--- src/rtl/regfile_2r2w.sv ---
`default_nettype none
//==============================================================================
// Module  : regfile_2r2w
// Desc    : Parametrised 2-read/2-write register file with a hardware clear
//           sequencer, register 0 hardwired to zero and write-collision flag.
//           Define REGFILE_BYPASS_EN for write-first reads (default read-first).
// Rev     : 1.0  initial release
//==============================================================================
module regfile_2r2w #(
    parameter int DATA_W = 8,
    parameter int ADDR_W = 5
) (
    input  logic              clk,
    input  logic              rst,
    output logic              ready,
    input  logic              wa_en,
    input  logic [ADDR_W-1:0] wa_addr,
    input  logic [DATA_W-1:0] wa_data,
    input  logic              wb_en,
    input  logic [ADDR_W-1:0] wb_addr,
    input  logic [DATA_W-1:0] wb_data,
    input  logic [ADDR_W-1:0] ra_addr,
    input  logic [ADDR_W-1:0] rb_addr,
    output logic [DATA_W-1:0] ra_data,
    output logic [DATA_W-1:0] rb_data,
    output logic              wr_conflict
);

    localparam int DEPTH = 2 ** ADDR_W;

`ifdef REGFILE_BYPASS_EN
    localparam bit c_BYPASS_EN = 1'b1;
`else
    localparam bit c_BYPASS_EN = 1'b0;
`endif

    typedef enum logic [0:0] {
        S_CLEAR = 1'b0,
        S_RUN   = 1'b1
    } state_t;

    state_t            r_state;
    state_t            w_state_nxt;
    logic [ADDR_W-1:0] r_cnt;
    logic [DATA_W-1:0] r_mem [DEPTH];

    logic              w_run;
    logic              w_clear_last;
    logic              w_wa_ok;
    logic              w_wb_ok;
    logic              w_conflict;
    logic [DATA_W-1:0] w_ra_val;
    logic [DATA_W-1:0] w_rb_val;

    assign w_run        = (r_state == S_RUN);
    assign w_clear_last = (r_state == S_CLEAR) && (r_cnt == ADDR_W'(DEPTH - 1));
    assign w_wa_ok      = w_run && wa_en && (wa_addr != '0);
    assign w_wb_ok      = w_run && wb_en && (wb_addr != '0);
    assign w_conflict   = w_wa_ok && w_wb_ok && (wa_addr == wb_addr);

    always_comb begin
        w_state_nxt = r_state;
        case (r_state)
            S_CLEAR: if (w_clear_last) w_state_nxt = S_RUN;
            S_RUN:   w_state_nxt = S_RUN;
            default: w_state_nxt = S_CLEAR;
        endcase
    end

    always_ff @(posedge clk) begin
        if (rst) begin
            r_state <= S_CLEAR;
            r_cnt   <= '0;
            ready   <= 1'b0;
        end else begin
            r_state <= w_state_nxt;
            if (r_state == S_CLEAR) r_cnt <= r_cnt + ADDR_W'(1);
            if (w_clear_last) ready <= 1'b1;
        end
    end

    // Array has no reset; the clear sequencer zeroes it. Port B is written
    // last so it wins a same-address collision.
    always_ff @(posedge clk) begin
        if (!rst) begin
            if (r_state == S_CLEAR) begin
                r_mem[r_cnt] <= '0;
            end else begin
                if (w_wa_ok) r_mem[wa_addr] <= wa_data;
                if (w_wb_ok) r_mem[wb_addr] <= wb_data;
            end
        end
    end

    always_comb begin
        w_ra_val = r_mem[ra_addr];
        if (c_BYPASS_EN) begin
            if (w_wb_ok && (wb_addr == ra_addr))      w_ra_val = wb_data;
            else if (w_wa_ok && (wa_addr == ra_addr)) w_ra_val = wa_data;
        end
        if (ra_addr == '0) w_ra_val = '0;
    end

    always_comb begin
        w_rb_val = r_mem[rb_addr];
        if (c_BYPASS_EN) begin
            if (w_wb_ok && (wb_addr == rb_addr))      w_rb_val = wb_data;
            else if (w_wa_ok && (wa_addr == rb_addr)) w_rb_val = wa_data;
        end
        if (rb_addr == '0) w_rb_val = '0;
    end

    always_ff @(posedge clk) begin
        if (rst || !w_run) begin
            ra_data     <= '0;
            rb_data     <= '0;
            wr_conflict <= 1'b0;
        end else begin
            ra_data     <= w_ra_val;
            rb_data     <= w_rb_val;
            wr_conflict <= w_conflict;
        end
    end

endmodule
`default_nettype wire

--- config.mk ---
export PLATFORM = sky130hd
export DESIGN_NAME = regfile_2r2w
export DESIGN_NICKNAME = d
export VERILOG_FILES = /design/src/rtl/regfile_2r2w.sv
export SDC_FILE = /design/constraint.sdc
export NUM_CORES = 1
export LEC_CHECK = 0
export ABC_AREA = 1
export BUFFER_PORTS_ARGS = -buffer_cell sky130_fd_sc_hd__buf_2
export CORE_MARGIN = 2
export CORE_UTILIZATION = 60
export CTS_BUF_LIST = sky130_fd_sc_hd__clkbuf_16
export DETAILED_ROUTE_END_ITERATION = 6
export HOLD_SLACK_MARGIN = 0.05
export PLACE_DENSITY = 0.75
export SLEW_MARGIN = 10
export SYNTH_ARGS = -nofsm -noshare
export SYNTH_HDL_FRONTEND = slang
export SYNTH_SLANG_ARGS = --single-unit
--- constraint.sdc ---
create_clock -name clk -period 2.4 [get_ports clk]
set_input_delay 0.24 -clock clk [delete_from_list [all_inputs] [get_ports clk]]
set_output_delay 0.24 -clock clk [all_outputs]
set_load 0.01 [all_outputs]
After elaboration in Yosys (flattened, before gate mapping)
Memories as Yosys holds them, arrays and structs flattened. A register that Yosys moved wholly into a read port is not among the register bits.
Cells that the tools add are included.
{ "totals": {"reg_bits": 8, "mem_bits_rw": 256, "inputBits": 40, "out_inout_bits": 18, "n_memories": 1} }
{ "classes": {"add_sub_neg": 1, "eq_ne": 2, "n_mux": 16, "bitwise": 1, "n_reduce_logical": 16} }
{ "memory_table": {"columns": ["memory", "depth", "word_bits", "rd", "rd_clocked_by_memory_dff", "write_ports", "line_no", "text"], "rows": [
  ["r_mem", 32, 8, 2, 2, 2, "45", "logic [DATA_W-1:0] r_mem [DEPTH];"]
]} }
{ "op_table": {"columns": ["operator", "n"], "rows": [
  ["$mux 1", 13],
  ["$logic_not 5->1", 2],
  ["$reduce_bool 5->1", 2],
  ["$mux 8", 1],
  ["$reduce_or 8->1", 1],
  ["$logic_and 1x1->1", 7],
  ["$add 5x1->5 const B", 1],
  ["$eq 5x5->1", 1],
  ["$eq 5x5->1 const B", 1],
  ["$mux 5", 1],
  ["$reduce_or 2->1", 2],
  ["$pmux 1 s2", 1],
  ["$logic_not 1->1", 1],
  ["$logic_or 1x1->1", 1],
  ["$not 1->1", 1]
]} }

Longest topological paths before layout
Gate-level depths: netlist of run 1.
{ "depth": {"ltp_word": 8, "depth_mapped": 10, "ltp_nobuf": 9} }

Least setup slack after synthesis of run 1
OpenSTA, ideal clock, no wires.
{ "synth_path": {"path_type": "reg2reg", "startpoint": "register r_state", "endpoint": "memory r_mem[7][0] (enable)", "arrival_time_ns": 1.621, "required_time_ns": 2.071, "path_slack_ns": 0.450, "path_stages_with_launch": 10, "n_path_buf": 1, "path_cell_list": "dfxtp_1 -> nand2_1 -> inv_1 -> nand3_4 -> buf_6 -> nand2_2 -> nand3_1 -> nor2_1 -> nand2_1 -> nand2_1"} }
{ "synth_rtl": {"columns": ["element", "line_no", "text"], "rows": [
  ["start: declaration", "42", "state_t r_state;"],
  ["start signal: assignment", "76", "r_state <= w_state_nxt;"],
  ["end: declaration", "45", null]
]} }

==> impl_metrics.ini, run 1 <==
[status]
status = complete, but fails checks
violations = DRC

[detailed_routing]
drtAntennaViolNets = 0
avgViaCountPerCell = 6.244
post-route-drc-count = 9
firstDrtPassIters = 7
wire_per_inst_um = 23.24
drt_iter0_markers = 2646
totalWireLength_um = 63320
vias = 17010

[clock_network]
htree_levels = 1
clock-root-buffer = clkbuf_16
numCtsBuffers = 30
clkSinkCount = 280
cts_tree = built
clk_pin_slew_ns = 0.06
clkLatencyLatePin_ns = 0.58
post-cts-setup-buffers = 0
clock_path_buffers = 3

[global_routing]
grt_pass1_vias = 15600
grt_usage = 0.4347
grt_use_met3 = 0.1133
grt-busiest-layer = met2
grt_pass1_wl_um = 92860
met2_usage = 0.6541
antenna_found_initial = 2
grt_max_degree = 71
overflow = 0
use_met1 = 0.5625

[floorplan]
die_area_um2 = 29230
rows = 61
fp.coreArea_um2 = 27630
floorplan.initialDensity = 0.6053
die_w_um = 171.0
io_pins = 58
die_h_um = 171.0

[finish]
num_antenna_cells = 0
stdcell_area_um2 = 18790
drive_gt1_frac = 0.1027
fillers = 2377
syn_to_final_growth_pct = 12.33
nNetsFinal = 2365

[power_and_ir_drop]
powerDensity_nw_per_um2 = 600.8
leakagePower_nw = 7.916
peakVddDrop_mv = 0.5833

[timing]
slew_violations = 0
fin_crit_ns = 2.261
slew_headroom = 0.4543
tightestPinTransition_ns = 0.8177
rsz0062_at_grt = true
hold_viol_final = 0
min_period_over_period = 0.9422
holdWs_ns = 0.06931
fin_skew_ns = 0.01605
setup_viol = 0
fmax_ghz = 0.4422

[logic_synthesis]
synth_nets = 2347
syn-cell-area_um2 = 16720
ys.warnings.count = 0
synth_ff_type = edfxtp_1
synth-edff-count = 256
yosysMostFrequentCell = nand2_1
ys_top_cells_by_count = 1001 x nand2_1, 281 x nand3_1, 256 x edfxtp_1, 220 x o21ai_0, 140 x a21oi_1
synth-seq-cells = 280
synth_top_area_share = 0.4596
synthArstFlopShare = 0
ys_seq_area_frac = 0.4884
postSynthAreaPerCell_um2 = 7.256
netlist_instances = 2305
synth_area_leaders = edfxtp_1 46%, nand2_1 22%, nand3_1 8.4%
yosysTopAreaCell = edfxtp_1
yosysUniqueCellTypes = 24

[critical_path]
cp_cell_sequence = nand2_1 -> inv_1 -> nand3_4 -> nand2_1 -> o21ai_0 -> nor2_1 -> buf_4 -> nand2_1 -> nand2_1
max_stage_delay_ns = 0.43
reg2reg_to = r_mem[4][2]
cp.required_ns = 2.64
end_kind = flip-flop
crit_top_cell = nand2_1
worst_r2r_startpoint = r_state
crit_type = flip-flop to flip-flop
critPathMaxFanout = 14
r2r_slack_ns = 0.14
crit_path_start = r_state
slowest_stage = dfxtp_1
cp.arrival_ns = 2.50
worstSetupStartpointType = flip-flop
reg2reg_depth = 9

[placement]
placedInstanceArea_um2 = 17730
io_buffers = 57
hpwl_um = 41530
gp_congestion = 1.009

[worst_hold_path]
min_path_type = input port to flip-flop
holdCritStartpoint = rb_addr[4]
worstHoldPathCells = 3
min_to = rb_data[4]

[job]
maxCapViolCount = 0
worst max path at each step:
stage                        end  slack [ns]  cells after the start
detailed placement  r_mem[14][5]       -0.16                      7
global placement    r_mem[31][4]       -0.05                      7
floorplan            r_mem[7][0]        0.45                      9
CTS                 r_mem[18][2]        0.06                      8
global route         r_mem[2][6]       -0.02                      8
finish               r_mem[4][2]        0.14                      9
metrics by stage:
step	TNS (ns)	setup WS (ns)	total power, W	std cells	utilization
after floorplan	0	0.4497	0.006098	2305	-
after global placement	-2.383	-0.04708	0.006593	2668	0.6416
after detailed placement	-9.418	-0.1596	0.006606	2668	0.6416
after CTS	0	0.05582	0.01119	2725	0.6777
after global routing	-0.2166	-0.02042	0.01152	2725	0.6800
final	0	0.1387	0.01129	2725	0.6800
report_power, final:
group	switching (W)	internal [W]
registers	0.0000207	0.00528
logic	0.000930	0.000344
clock network	0.00196	0.00275
total	0.00291	0.00837
flip-flops by register name (all words and copies together), names as in the netlist:
name / cells
r_mem: 256
r_cnt: 5
rb_data: 8
ra_data: 8
wr_conflict: 1
r_state: 1
ready: 1
worst max-delay path, delay by kind of cell (launching register included):
kind / cells / cell delay (ns)
buffers and inverters: 2 / 0.48
AND/OR/NAND/NOR: 6 / 0.91
AO/OA/AOI/OAI: 1 / 0.12
flip-flops: 1 / 0.43
metal layers:
metal  routed length, µm  vias up  part of all wire
li1                    -     7691                 -
met3                9641      288              0.15
met1               21970     7664              0.35
met2               27120     1371              0.43
met5                   0        -                 0
met4                4591        0             0.073
layout by cell type (no fill, tap or decap):
cell and n:
o21ai_2 1, clkinv_1 6, and2_2 1, nor2_1 103, inv_1 73, xor2_1 2
buf_4 83, nand3_4 1, dlygate4sd3_1 1, nand3_1 281, nand2_2 20, nor3_1 4
o21ai_0 219, clkinvlp_4 1, ha_1 2, edfxtp_1 256, inv_2 9, nand4_1 10
a21oi_1 140, buf_2 55, o21ai_1 1, dfxtp_1 24, bufinv_16 4, buf_12 16
o22ai_1 2, nand2_1 982, clkbuf_16 31, clkinv_2 10, nor2_2 9
logic make-up after synthesis:
kind of cell | synth area share
buffers and inverters | 0.05925
adders and majority gates | 0.001496
and+or+nand+nor | 0.3411
AOI/OAI and AO/OA | 0.1088
DFF | 0.4884
xor gates and xnor gates | 0.001048
timing repair:
item                                    CTS  global route
resized for setup                         1            25
hold buffers                              1             0
gates cloned                              0             0
pin swaps                                 0             0
endpoints found under the setup margin  128           247
endpoints found under the hold margin     2             0
cell type report:
cell class	count	area, µm²	area share
clock inverters	25	212.7	0.01132
clock buffers	31	775.7	0.04129
repair buffers	155	1229	0.06540
well taps	378	473.0	0.02517
multi-input cells	1778	7634	0.4063
flip-flops and latches	280	8168	0.4348
inverters	78	295.3	0.01572
(Power assumes the default switching activity.)
==> run 2: changes to the inputs <==
--- a/config.mk
+++ b/config.mk
@@ -13,6 +13,7 @@
 export DETAILED_ROUTE_END_ITERATION = 6
 export HOLD_SLACK_MARGIN = 0.05
 export PLACE_DENSITY = 0.75
+export RECOVER_POWER = 50
 export SLEW_MARGIN = 10
 export SYNTH_ARGS = -nofsm -noshare
 export SYNTH_HDL_FRONTEND = slang
==> impl_metrics.ini, run 2 (same netlist as run 1, synthesis figures left out) <==
[finish]
multiInputGateArea_um2 = 7631
fillers = 2407
stdcell_area_um2 = 18700
final_common_cell = nand2_1
syn_to_final_growth_pct = 11.83
reg.largest.list = r_mem: 256 flops, ra_data: 8 flops, rb_data: 8 flops
drive_gt1_frac = 0.09374
seqCellArea_um2 = 8168
top_register = r_mem
largest_register_ffs = 256
nNetsFinal = 2365
final_cell_mix = 983 x nand2_1, 281 x nand3_1, 256 x edfxtp_1

[critical_path]
crit_type = input port to flip-flop
cp_cell_sequence = dlygate4sd3_1 -> buf_2 -> inv_1 -> buf_4 -> nand3_1 -> nor2_1 -> nand2_1 -> clkbuf_2 -> nand2_1 -> o21ai_0
worst_r2r_startpoint = r_state
cpLargestDelayFamily = buffers and inverters
path_buf_inv = 5
crit_cells = 10
cp.arrival_ns = 2.58
worstSetupStartpointType = input port
critPathMaxFanout = 16
end_kind = flip-flop
slowest_stage = dlygate4sd3_1
max_stage_delay_ns = 0.53
crit_path_start = rst
cp.required_ns = 2.67
crit_top_cell = nand2_1
reg2reg_depth = 8

[detailed_routing]
firstDrtPassIters = 7
drt_iter0_markers = 2599
totalWireLength_um = 63240
drtAntennaViolNets = 0
avgViaCountPerCell = 6.253
vias = 17050
post-route-drc-count = 0
wire_per_inst_um = 23.20

[power_and_ir_drop]
seqPwrFrac = 0.469
p_sw_w = 0.002924
p_int_w = 0.008372
pwr-share-clk = 0.418
peakVddDrop_mv = 0.5859
leakagePower_nw = 7.814
powerDensity_nw_per_um2 = 603.9
comb_power_share = 0.113
switching_share = 0.2588

[timing]
slew_violations = 0
worst_slack_ns = 0.09025
fmax_ghz = 0.4329
setup_viol = 0
rsz0062_at_grt = true
min_period_over_period = 0.9624
fin_crit_ns = 2.310
hold_viol_final = 0
fin_skew_ns = 0.01930
holdWs_ns = 0.06702
tightestPinTransition_ns = 0.8114
slew_headroom = 0.4585

[global_routing]
antenna_found_initial = 2
grt_pass1_wl_um = 92860
grt_use_met3 = 0.1133
met2_usage = 0.6541
overflow = 0
use_met1 = 0.5625
grt_usage = 0.4347
grt_max_degree = 71
grt-busiest-layer = met2
grt_pass1_vias = 15600

[floorplan]
fp.coreArea_um2 = 27630
die_area_um2 = 29230
die_w_um = 171.0
io_pins = 58
rows = 61
floorplan.initialDensity = 0.6053
die_h_um = 171.0

[worst_hold_path]
holdCritStartpoint = rb_addr[4]
min_path_type = input port to flip-flop
worstHoldPathCells = 3

[clock_network]
clock-root-buffer = clkbuf_16
clkSinkCount = 280
clkLatencyLatePin_ns = 0.58
post-cts-setup-buffers = 0
clock_path_buffers = 3
htree_levels = 1
cts_tree = built
clk_pin_slew_ns = 0.06
numCtsBuffers = 30

[placement]
preCtsSetupSlack_ns = -0.1596
io_buffers = 57
hpwl_um = 41530
gp_congestion = 1.009
placedInstanceArea_um2 = 17730

[job]
maxCapViolCount = 0

[status]
status = complete, no violations
[run 2: path summary, 6_finish.rpt]
kind	to	slack (ns)
min reg2reg	ready	0.47
min	rb_data[4]	0.07
max	r_mem[19][6]	0.09
max reg2reg	r_mem[28][1]	0.11
[run 2: power by group through the flow]
stage,clock network (W),registers [W],logic [W]
after floorplan,0,0.00540,0.000702
after global placement,0,0.00540,0.00119
after detailed placement,0,0.00540,0.00120
after CTS,0.00468,0.00530,0.00121
after global routing,0.00488,0.00530,0.00134
final,0.00472,0.00530,0.00127
[run 2: through the flow]
stage / total power (W) / utilization / TNS [ns] / instances
after floorplan: 0.006098 / - / 0 / 2305
after global placement: 0.006593 / 0.6416 / -2.383 / 2668
after detailed placement: 0.006606 / 0.6416 / -9.418 / 2668
after CTS: 0.01119 / 0.6777 / 0 / 2725
after global routing: 0.01152 / 0.6768 / -0.2202 / 2725
final: 0.01130 / 0.6769 / 0 / 2726
[run 2: per-layer routing]
| layer | share of wire | up-vias |
|---|---|---|
| li1 | - | 7689 |
| met1 | 0.35 | 7652 |
| met2 | 0.43 | 1423 |
| met3 | 0.15 | 281 |
| met4 | 0.074 | 0 |
| met5 | 0 | - |
[run 2: cell type report]
type | instances | area share
Antenna cell | 1 | 0.0001338
Clock buffer | 31 | 0.04148
Clock inverter | 25 | 0.01137
Inverter | 78 | 0.01579
Multi-Input combinational cell | 1778 | 0.4080
Sequential cell | 280 | 0.4367
Tap cell | 378 | 0.02529
Timing Repair Buffer | 155 | 0.06121
[run 2: what timing repair did]
item,CTS,global route
endpoints found under the setup margin,128,247
hold buffers,1,0
resized for setup,1,25
hold endpoints to repair,2,0
[run 2: worst min-delay path, delay by kind of cell]
family          cells  cell delay, ns
simple gates        1            0.11
compound gates      1            0.06
buf+inv             1            0.18
